File: config.mk
export PLATFORM = sky130hd
export DESIGN_NAME = ps2_rx_fifo_flat
export DESIGN_NICKNAME = d
export VERILOG_FILES = /design/src/rtl/ps2_rx_fifo_if.sv /design/src/rtl/ps2_rx_fifo.sv /design/src/flat_wrapper.sv
export SDC_FILE = /design/constraint.sdc
export NUM_CORES = 1
export LEC_CHECK = 0
export BUFFER_PORTS_ARGS = -buffer_cell sky130_fd_sc_hd__buf_2
export CAP_MARGIN = 20
export CORE_MARGIN = 4
export CORE_UTILIZATION = 36
export DETAILED_ROUTE_END_ITERATION = 12
export SETUP_SLACK_MARGIN = 0.1
export SLEW_MARGIN = 20
export SYNTH_ARGS = -nofsm -noshare
export SYNTH_HDL_FRONTEND = slang
export SYNTH_SLANG_ARGS = --single-unit
File: constraint.sdc
create_clock -name clk -period 2.9 [get_ports clk]
set_input_delay 0.29 -clock clk [delete_from_list [all_inputs] [get_ports clk]]
set_output_delay 0.29 -clock clk [all_outputs]
set_load 0.1 [all_outputs]
File: src/rtl/ps2_rx_fifo_if.sv
// PS/2 receive pins plus the byte-queue read side shared with the 68k bus interface.
interface ps2_rx_fifo_if;
    logic       ps2_clk;
    logic       ps2_data;
    logic       pop;
    logic       err_clr;
    logic [7:0] read_reg;
    logic       rx_valid;
    logic       overflow;
    logic       frame_err;

    modport master (
        output ps2_clk, ps2_data, pop, err_clr,
        input  read_reg, rx_valid, overflow, frame_err
    );

    modport slave (
        input  ps2_clk, ps2_data, pop, err_clr,
        output read_reg, rx_valid, overflow, frame_err
    );
endinterface

File: src/rtl/ps2_rx_fifo.sv
// PS/2 device-to-host frame receiver feeding a small byte FIFO with sticky
// overflow and framing-error flags.
module ps2_rx_fifo #(
    parameter int FIFO_DEPTH     = 4,
    parameter int TIMEOUT_CYCLES = 2000
) (
    input logic         clk,
    input logic         rst,
    ps2_rx_fifo_if.slave bus
);
    localparam int PTR_W = $clog2(FIFO_DEPTH);
    localparam int CNT_W = PTR_W + 1;
    localparam int TMO_W = $clog2(TIMEOUT_CYCLES + 1);

    typedef enum logic [1:0] {IDLE, DATA, PARITY, STOP} state_t;

    logic             ps2_clk_p0, ps2_clk_p1, ps2_clk_p2;
    logic             ps2_data_p0, ps2_data_p1;
    logic             pop_q;
    logic             fall, pop_edge;
    state_t           state;
    logic [2:0]       bit_cnt;
    logic [TMO_W-1:0] tmo_cnt;
    logic [7:0]       shreg;
    logic             parity_bit;
    logic [7:0]       mem [FIFO_DEPTH];
    logic [PTR_W-1:0] rd_ptr, wr_ptr;
    logic [CNT_W-1:0] count;
    logic             full, good, stop_fall, push_req, do_push, do_pop;
    logic             tmo_hit, timeout, ovf_set, ferr_set;
    logic             overflow, frame_err;

    // Stage p0/p1: synchronise the pins; p2 holds the previous clock level
    always_ff @(posedge clk) begin
        if (rst) begin
            ps2_clk_p0  <= 1'b1;
            ps2_clk_p1  <= 1'b1;
            ps2_clk_p2  <= 1'b1;
            ps2_data_p0 <= 1'b1;
            ps2_data_p1 <= 1'b1;
            pop_q       <= 1'b0;
        end else begin
            ps2_clk_p0  <= bus.ps2_clk;
            ps2_clk_p1  <= ps2_clk_p0;
            ps2_clk_p2  <= ps2_clk_p1;
            ps2_data_p0 <= bus.ps2_data;
            ps2_data_p1 <= ps2_data_p0;
            pop_q       <= bus.pop;
        end
    end

    assign fall      = ps2_clk_p2 & ~ps2_clk_p1;
    assign pop_edge  = bus.pop & ~pop_q;
    assign tmo_hit   = (tmo_cnt == TMO_W'(TIMEOUT_CYCLES - 1));
    assign timeout   = (state != IDLE) && !fall && tmo_hit;
    assign stop_fall = (state == STOP) && fall;
    assign good      = ps2_data_p1 & (^{shreg, parity_bit});
    assign push_req  = stop_fall & good;
    assign full      = (count == CNT_W'(FIFO_DEPTH));
    assign do_pop    = pop_edge && (count != '0);
    // A pop in the same cycle frees a slot, so a push into a full queue still lands
    assign do_push   = push_req && (!full || do_pop);
    assign ovf_set   = push_req && full && !do_pop;
    assign ferr_set  = ((state == IDLE) && fall && ps2_data_p1) ||
                       (stop_fall && !good) || timeout;

    // Frame sequencer with mid-frame watchdog
    always_ff @(posedge clk) begin
        if (rst) begin
            state   <= IDLE;
            bit_cnt <= '0;
            tmo_cnt <= '0;
        end else if (state == IDLE) begin
            tmo_cnt <= '0;
            if (fall && !ps2_data_p1) begin
                state   <= DATA;
                bit_cnt <= '0;
            end
        end else if (!fall) begin
            if (tmo_hit) begin
                state   <= IDLE;
                tmo_cnt <= '0;
            end else begin
                tmo_cnt <= tmo_cnt + TMO_W'(1);
            end
        end else begin
            tmo_cnt <= '0;
            case (state)
                DATA: begin
                    if (bit_cnt == 3'd7) state <= PARITY;
                    else                 bit_cnt <= bit_cnt + 3'd1;
                end
                PARITY:  state <= STOP;
                default: state <= IDLE;
            endcase
        end
    end

    always_ff @(posedge clk) begin
        if (fall && state == DATA)   shreg      <= {ps2_data_p1, shreg[7:1]};
        if (fall && state == PARITY) parity_bit <= ps2_data_p1;
        if (do_push)                 mem[wr_ptr] <= shreg;
    end

    // Queue bookkeeping
    always_ff @(posedge clk) begin
        if (rst) begin
            rd_ptr <= '0;
            wr_ptr <= '0;
            count  <= '0;
        end else begin
            if (do_push) wr_ptr <= wr_ptr + PTR_W'(1);
            if (do_pop)  rd_ptr <= rd_ptr + PTR_W'(1);
            case ({do_push, do_pop})
                2'b10:   count <= count + CNT_W'(1);
                2'b01:   count <= count - CNT_W'(1);
                default: count <= count;
            endcase
        end
    end

    // Sticky flags: a set event beats a simultaneous clear
    always_ff @(posedge clk) begin
        if (rst) begin
            overflow  <= 1'b0;
            frame_err <= 1'b0;
        end else begin
            overflow  <= ovf_set  | (overflow  & ~bus.err_clr);
            frame_err <= ferr_set | (frame_err & ~bus.err_clr);
        end
    end

    assign bus.read_reg  = (count != '0) ? mem[rd_ptr] : 8'h00;
    assign bus.rx_valid  = (count != '0);
    assign bus.overflow  = overflow;
    assign bus.frame_err = frame_err;
endmodule
File: src/flat_wrapper.sv
// flat-port wrapper written by rule: the top's interface ports become plain ports
module ps2_rx_fifo_flat 
#(
    parameter int FIFO_DEPTH     = 4,
    parameter int TIMEOUT_CYCLES = 2000
)
  (clk, rst, bus_ps2_clk, bus_ps2_data, bus_pop, bus_err_clr, bus_read_reg, bus_rx_valid, bus_overflow, bus_frame_err);
  ps2_rx_fifo_if bus_i ();
  input logic clk;
  input logic rst;
  input wire logic [$bits(bus_i.ps2_clk)-1:0] bus_ps2_clk;
  input wire logic [$bits(bus_i.ps2_data)-1:0] bus_ps2_data;
  input wire logic [$bits(bus_i.pop)-1:0] bus_pop;
  input wire logic [$bits(bus_i.err_clr)-1:0] bus_err_clr;
  output wire logic [$bits(bus_i.read_reg)-1:0] bus_read_reg;
  output wire logic [$bits(bus_i.rx_valid)-1:0] bus_rx_valid;
  output wire logic [$bits(bus_i.overflow)-1:0] bus_overflow;
  output wire logic [$bits(bus_i.frame_err)-1:0] bus_frame_err;
  assign bus_i.ps2_clk = bus_ps2_clk;
  assign bus_i.ps2_data = bus_ps2_data;
  assign bus_i.pop = bus_pop;
  assign bus_i.err_clr = bus_err_clr;
  assign bus_read_reg = bus_i.read_reg;
  assign bus_rx_valid = bus_i.rx_valid;
  assign bus_overflow = bus_i.overflow;
  assign bus_frame_err = bus_i.frame_err;
  ps2_rx_fifo #(.FIFO_DEPTH(FIFO_DEPTH), .TIMEOUT_CYCLES(TIMEOUT_CYCLES)) u_core (.clk(clk), .rst(rst), .bus(bus_i));
endmodule
==> impl_metrics.py <==
metrics = {
    "setup_path": {
        "timing.critical_path.mode_cell": "sky130_fd_sc_hd__inv_1",
        "longest_individual_stage_delay_on_the_worst_path_ns": 0.49,
        "setup.reg_to_reg.worst_slack_ns": 0.23,
        "cell_class_contributing_the_biggest_share_of_worst_path_delay": "XOR/XNOR gates",
        "critical_path.startpoint_type": "flip-flop",
        "number_of_cells_on_the_critical_path": 10,
        "critPathLaunch": "u_core.shreg[6]",
        "reg2regPathDepth": 10,
        "worst_setup_path_endpoint": "u_core.count[2]",
        "cp_data_arrival_time_ns": 2.94,
        "path_max_fanout": 3,
        "critical_path_class": "reg -> reg",
        "critical_path.reg2reg.endpoint": "u_core.count[2]",
        "path_buf_inv": 2,
        "type_of_destination_of_the_critical_path": "flip-flop",
        "worst_path_max_delay_cell": "sky130_fd_sc_hd__xnor3_2",
        "cp_data_required_time_ns": 3.17,
        "r2r_start": "u_core.shreg[6]",
        "crit_path_cell_trace": "xnor2_1 -> xnor3_2 -> mux2i_4 -> inv_1 -> ha_1 -> inv_1 -> fa_1 -> xor2_1 -> or3_1 -> a21oi_1",
    },
    "synthesis": {
        "synth_area_leader": "sky130_fd_sc_hd__edfxtp_1",
        "postSynthCellCount": 239,
        "netlist.area_leader.share_pct": 38.5,
        "postSynthRegisterBits": 74,
        "synthesis.area_per_instance_um2": 13.4,
        "syn-cell-area_um2": 3200,
        "syn_nets": 258,
        "synth_top_flop_cell": "sky130_fd_sc_hd__edfxtp_1",
        "netlist_top_cells_area": "sky130_fd_sc_hd__edfxtp_1 (39%), sky130_fd_sc_hd__dfxtp_1 (21%), sky130_fd_sc_hd__mux4_2 (5.6%)",
        "ys_seq_area_share_pct": 59.2,
        "yosysWarningCount": 0,
        "ys_async_sr_fraction_pct": 0,
        "post_synth_edffs": 41,
        "yosysUniqueCellTypes": 50,
    },
    "detailed_routing": {
        "drtPass1Iterations": 4,
        "remaining_antenna_violation_count_after_routing": 0,
        "detailedRoute.firstIterationViolations": 79,
        "routed_wire_length_mm": 5.31,
        "detail_route.wl_per_cell_um": 13.9,
        "detailed_route_drc_error_count": 0,
        "mean_number_of_vias_per_cell": 4.75,
        "vias_after_detailed_routing": 1821,
    },
    "timing": {
        "fin_skew_ns": 0.00881,
        "setup_repair_after_global_routing_missed_its_margin": "no",
        "setup-tns-final_ns": 0,
        "finalCritPeriodShare_pct": 92.1,
        "worstMarginPinSlew_ns": 0.577,
        "maxSlewHeadroom_pct": 61.5,
        "finalMaxSlewViolations": 0,
        "period_needed_ns": 2.67,
        "peak_freq_ghz": 0.375,
        "setup-violations-final": 0,
        "report.final.hold_viol_count": 0,
    },
    "floorplanning": {
        "initial_core_util_pct": 36.8,
        "floorplan.rows": 34,
        "die_width_um": 102,
        "die_area_um2": 10500,
        "core_outline_area_um2": 8680,
        "pin_count": 17,
        "floorplan.die.height_um": 102,
    },
    "power_and_ir_drop": {
        "p_comb_share_pct": 1.4,
        "power_report.internal_total_mw": 1.60,
        "pwr_density_cell_nw_per_um2": 546,
        "leakage_dissipation_nw": 1.30,
        "power_frac_clock_pct": 43.5,
        "share_seq_of_total_power_pct": 55.1,
        "peakVddDrop_mv": 0.266,
        "switching_share_pct": 20.2,
        "net_switching_power_figure_mw": 0.404,
    },
    "grt": {
        "gr-total-overflow": 0,
        "via_count_of_the_first_global_routing_pass": 1824,
        "global_route.usage.total_pct": 11.5,
        "antenna_violations_before_repair": 0,
        "first_pass_grt_wire_length_mm": 9.01,
        "grt_start_max_net_pins": 24,
    },
    "cells_and_area": {
        "antenna_cells": 0,
        "final_layout_size_suffix_gt1_share_pct": 22.2,
        "instances_no_fill": 383,
        "layout_commonest_cell": "sky130_fd_sc_hd__edfxtp_1",
        "nNetsFinal": 289,
        "num-fill-cells": 848,
        "flow.area_growth_from_synthesis_pct": 14.6,
        "final_cell_mix": "sky130_fd_sc_hd__edfxtp_1 (41), sky130_fd_sc_hd__dfxtp_1 (33), sky130_fd_sc_hd__nor2_1 (24), sky130_fd_sc_hd__buf_2 (16), sky130_fd_sc_hd__and2_1 (15)",
    },
    "run": {
        "maxCapViolations": 0,
    },
    "run_status": {
        "status": "finished, final reports clean",
    },
    "cts": {
        "clock_sinks": 74,
        "clk_latency_ns": 0.35,
        "cts_root_buffer": "sky130_fd_sc_hd__clkbuf_8",
        "tritoncts": "built",
        "cts-htree-levels": 3,
        "clk_path_buf_depth": 2,
        "cts.clk_slew.worst_paths_ns": 0.08,
        "post_cts_hold_buffer_count": 0,
        "tritoncts.num_buffers": 9,
    },
    "place": {
        "place.detailed.hpwl_mm": 3.52,
        "globalplace.congestion": 0.731,
        "place_inst": 357,
        "buffer_ports.inserted": 16,
    },
    "min_path": {
        "hold_path_class": "in -> reg",
        "cells_on_worst_hold_path": 2,
    },
}
==> worst min path at each step <==
stage                  startpoint            endpoint  slack (ns)
6_report              bus_ps2_clk   u_core.ps2_clk_p0        0.13
2_1_floorplan   u_core.ps2_clk_p0   u_core.ps2_clk_p1        0.39
4_1_cts              bus_ps2_data  u_core.ps2_data_p0        0.10
3_3_place_gp   u_core.ps2_data_p0  u_core.ps2_data_p1        0.40
3_5_place_dp    u_core.ps2_clk_p0   u_core.ps2_clk_p1        0.40
5_1_grt              bus_ps2_data  u_core.ps2_data_p0        0.10
==> sequential cells by signal, indices dropped and copies added (netlist names), named ones only <==
register	cells
u_core.bit_cnt	3
u_core.bus.frame_err	1
u_core.bus.overflow	1
u_core.count	3
u_core.mem	32
u_core.parity_bit	1
u_core.pop_q	1
u_core.ps2_clk_p0	1
u_core.ps2_clk_p1	1
u_core.ps2_clk_p2	1
u_core.ps2_data_p0	1
u_core.ps2_data_p1	1
u_core.rd_ptr	2
u_core.shreg	8
u_core.state	2
u_core.tmo_cnt	11
u_core.wr_ptr	2
==> repair_timing <==
action / 4_1_cts / 5_1_grt
endpoints found under the hold margin: 0 / 0
gates resized for setup: 0 / 1
setup buffers: 0 / 10
endpoints found under the setup margin: 0 / 1
==> through the flow <==
stage	total power, mW	utilization [%]	worst slack, ns	hold WS (ns)	area (µm²)
3_5_place_dp	1.15	38.8	0.157	0.396	3370
3_3_place_gp	1.15	38.8	0.227	0.397	3370
2_1_floorplan	1.15	-	0.271	0.389	3200
6_report	2.00	42.2	0.230	0.126	3660
5_1_grt	2.09	42.2	0.121	0.104	3660
4_1_cts	2.03	41.3	0.135	0.104	3590
==> power by group through the flow <==
| stage | logic, mW | clock network (mW) | registers (mW) |
|---|---|---|---|
| final | 0.0280 | 0.872 | 1.10 |
| after CTS | 0.0279 | 0.904 | 1.10 |
| after floorplan | 0.0192 | 0 | 1.13 |
| after global routing | 0.0311 | 0.958 | 1.10 |
| after global placement | 0.0276 | 0 | 1.13 |
| after detailed placement | 0.0277 | 0 | 1.13 |
==> final cells by class <==
cell class                 count  area [µm²]  area share (%)
clock buffer                  10         128            3.48
clock inverter                 6        90.1            2.46
inverter                      12        45.0            1.23
multi-input combinational    146        1210            33.1
sequential                    74        1890            51.6
tap                          108         135            3.69
timing repair buffer          27         163            4.44
==> worst register-to-register path, delay by kind of cell (launching register included) <==
kind / cells / cell delay, ns
xor gates and xnor gates: 3 / 0.84
adders and majority gates: 2 / 0.54
and+or+nand+nor: 1 / 0.30
buffers and inverters: 2 / 0.13
muxes: 1 / 0.21
DFF: 1 / 0.43
AOI/OAI and AO/OA: 1 / 0.14
==> logic make-up (layout without fill, tap and decap cells) <==
| kind of cell | after synthesis | in the layout | share of synthesized area, % |
|---|---|---|---|
| buffers and inverters | 19 | 55 | 2.97 |
| AOI/OAI and AO/OA | 20 | 20 | 4.62 |
| xor gates and xnor gates | 19 | 19 | 6.07 |
| DFF | 74 | 74 | 59.2 |
| and+or+nand+nor | 82 | 82 | 14.5 |
| muxes | 12 | 12 | 7.36 |
| adders and majority gates | 13 | 13 | 5.32 |
==> layer usage <==
metal | global-route usage [%] | share of wire [%] | wire [µm] | vias up
met5 | 0 | 0 | 0 | -
met4 | 3.33 | 1.2 | 65 | 0
met3 | 5.05 | 5.3 | 282 | 8
met2 | 17.8 | 45 | 2400 | 31
met1 | 14.6 | 48 | 2560 | 856
li1 | - | - | - | 926
==> synthesized netlist by cell type, types with 2 or more instances <==
cell                       instances
sky130_fd_sc_hd__a21oi_1           5
sky130_fd_sc_hd__a22o_1            2
sky130_fd_sc_hd__a22oi_1           3
sky130_fd_sc_hd__a311oi_1          2
sky130_fd_sc_hd__a32o_1            2
sky130_fd_sc_hd__and2_1           15
sky130_fd_sc_hd__buf_2             2
sky130_fd_sc_hd__clkbuf_1          2
sky130_fd_sc_hd__dfxtp_1          33
sky130_fd_sc_hd__edfxtp_1         41
sky130_fd_sc_hd__ha_1             12
sky130_fd_sc_hd__inv_1            12
sky130_fd_sc_hd__mux4_2            8
sky130_fd_sc_hd__nand2_1           8
sky130_fd_sc_hd__nand2b_1          2
sky130_fd_sc_hd__nand3_1           3
sky130_fd_sc_hd__nand4_1           4
sky130_fd_sc_hd__nor2_1           24
sky130_fd_sc_hd__nor2b_1           3
sky130_fd_sc_hd__nor3_1            3
sky130_fd_sc_hd__nor4bb_1          2
sky130_fd_sc_hd__o211ai_1          2
sky130_fd_sc_hd__or2_2             5
sky130_fd_sc_hd__or3_1             2
sky130_fd_sc_hd__xnor2_1           7
sky130_fd_sc_hd__xnor3_1           2
sky130_fd_sc_hd__xor2_1           10
Power figures use the tool's default switching activity.
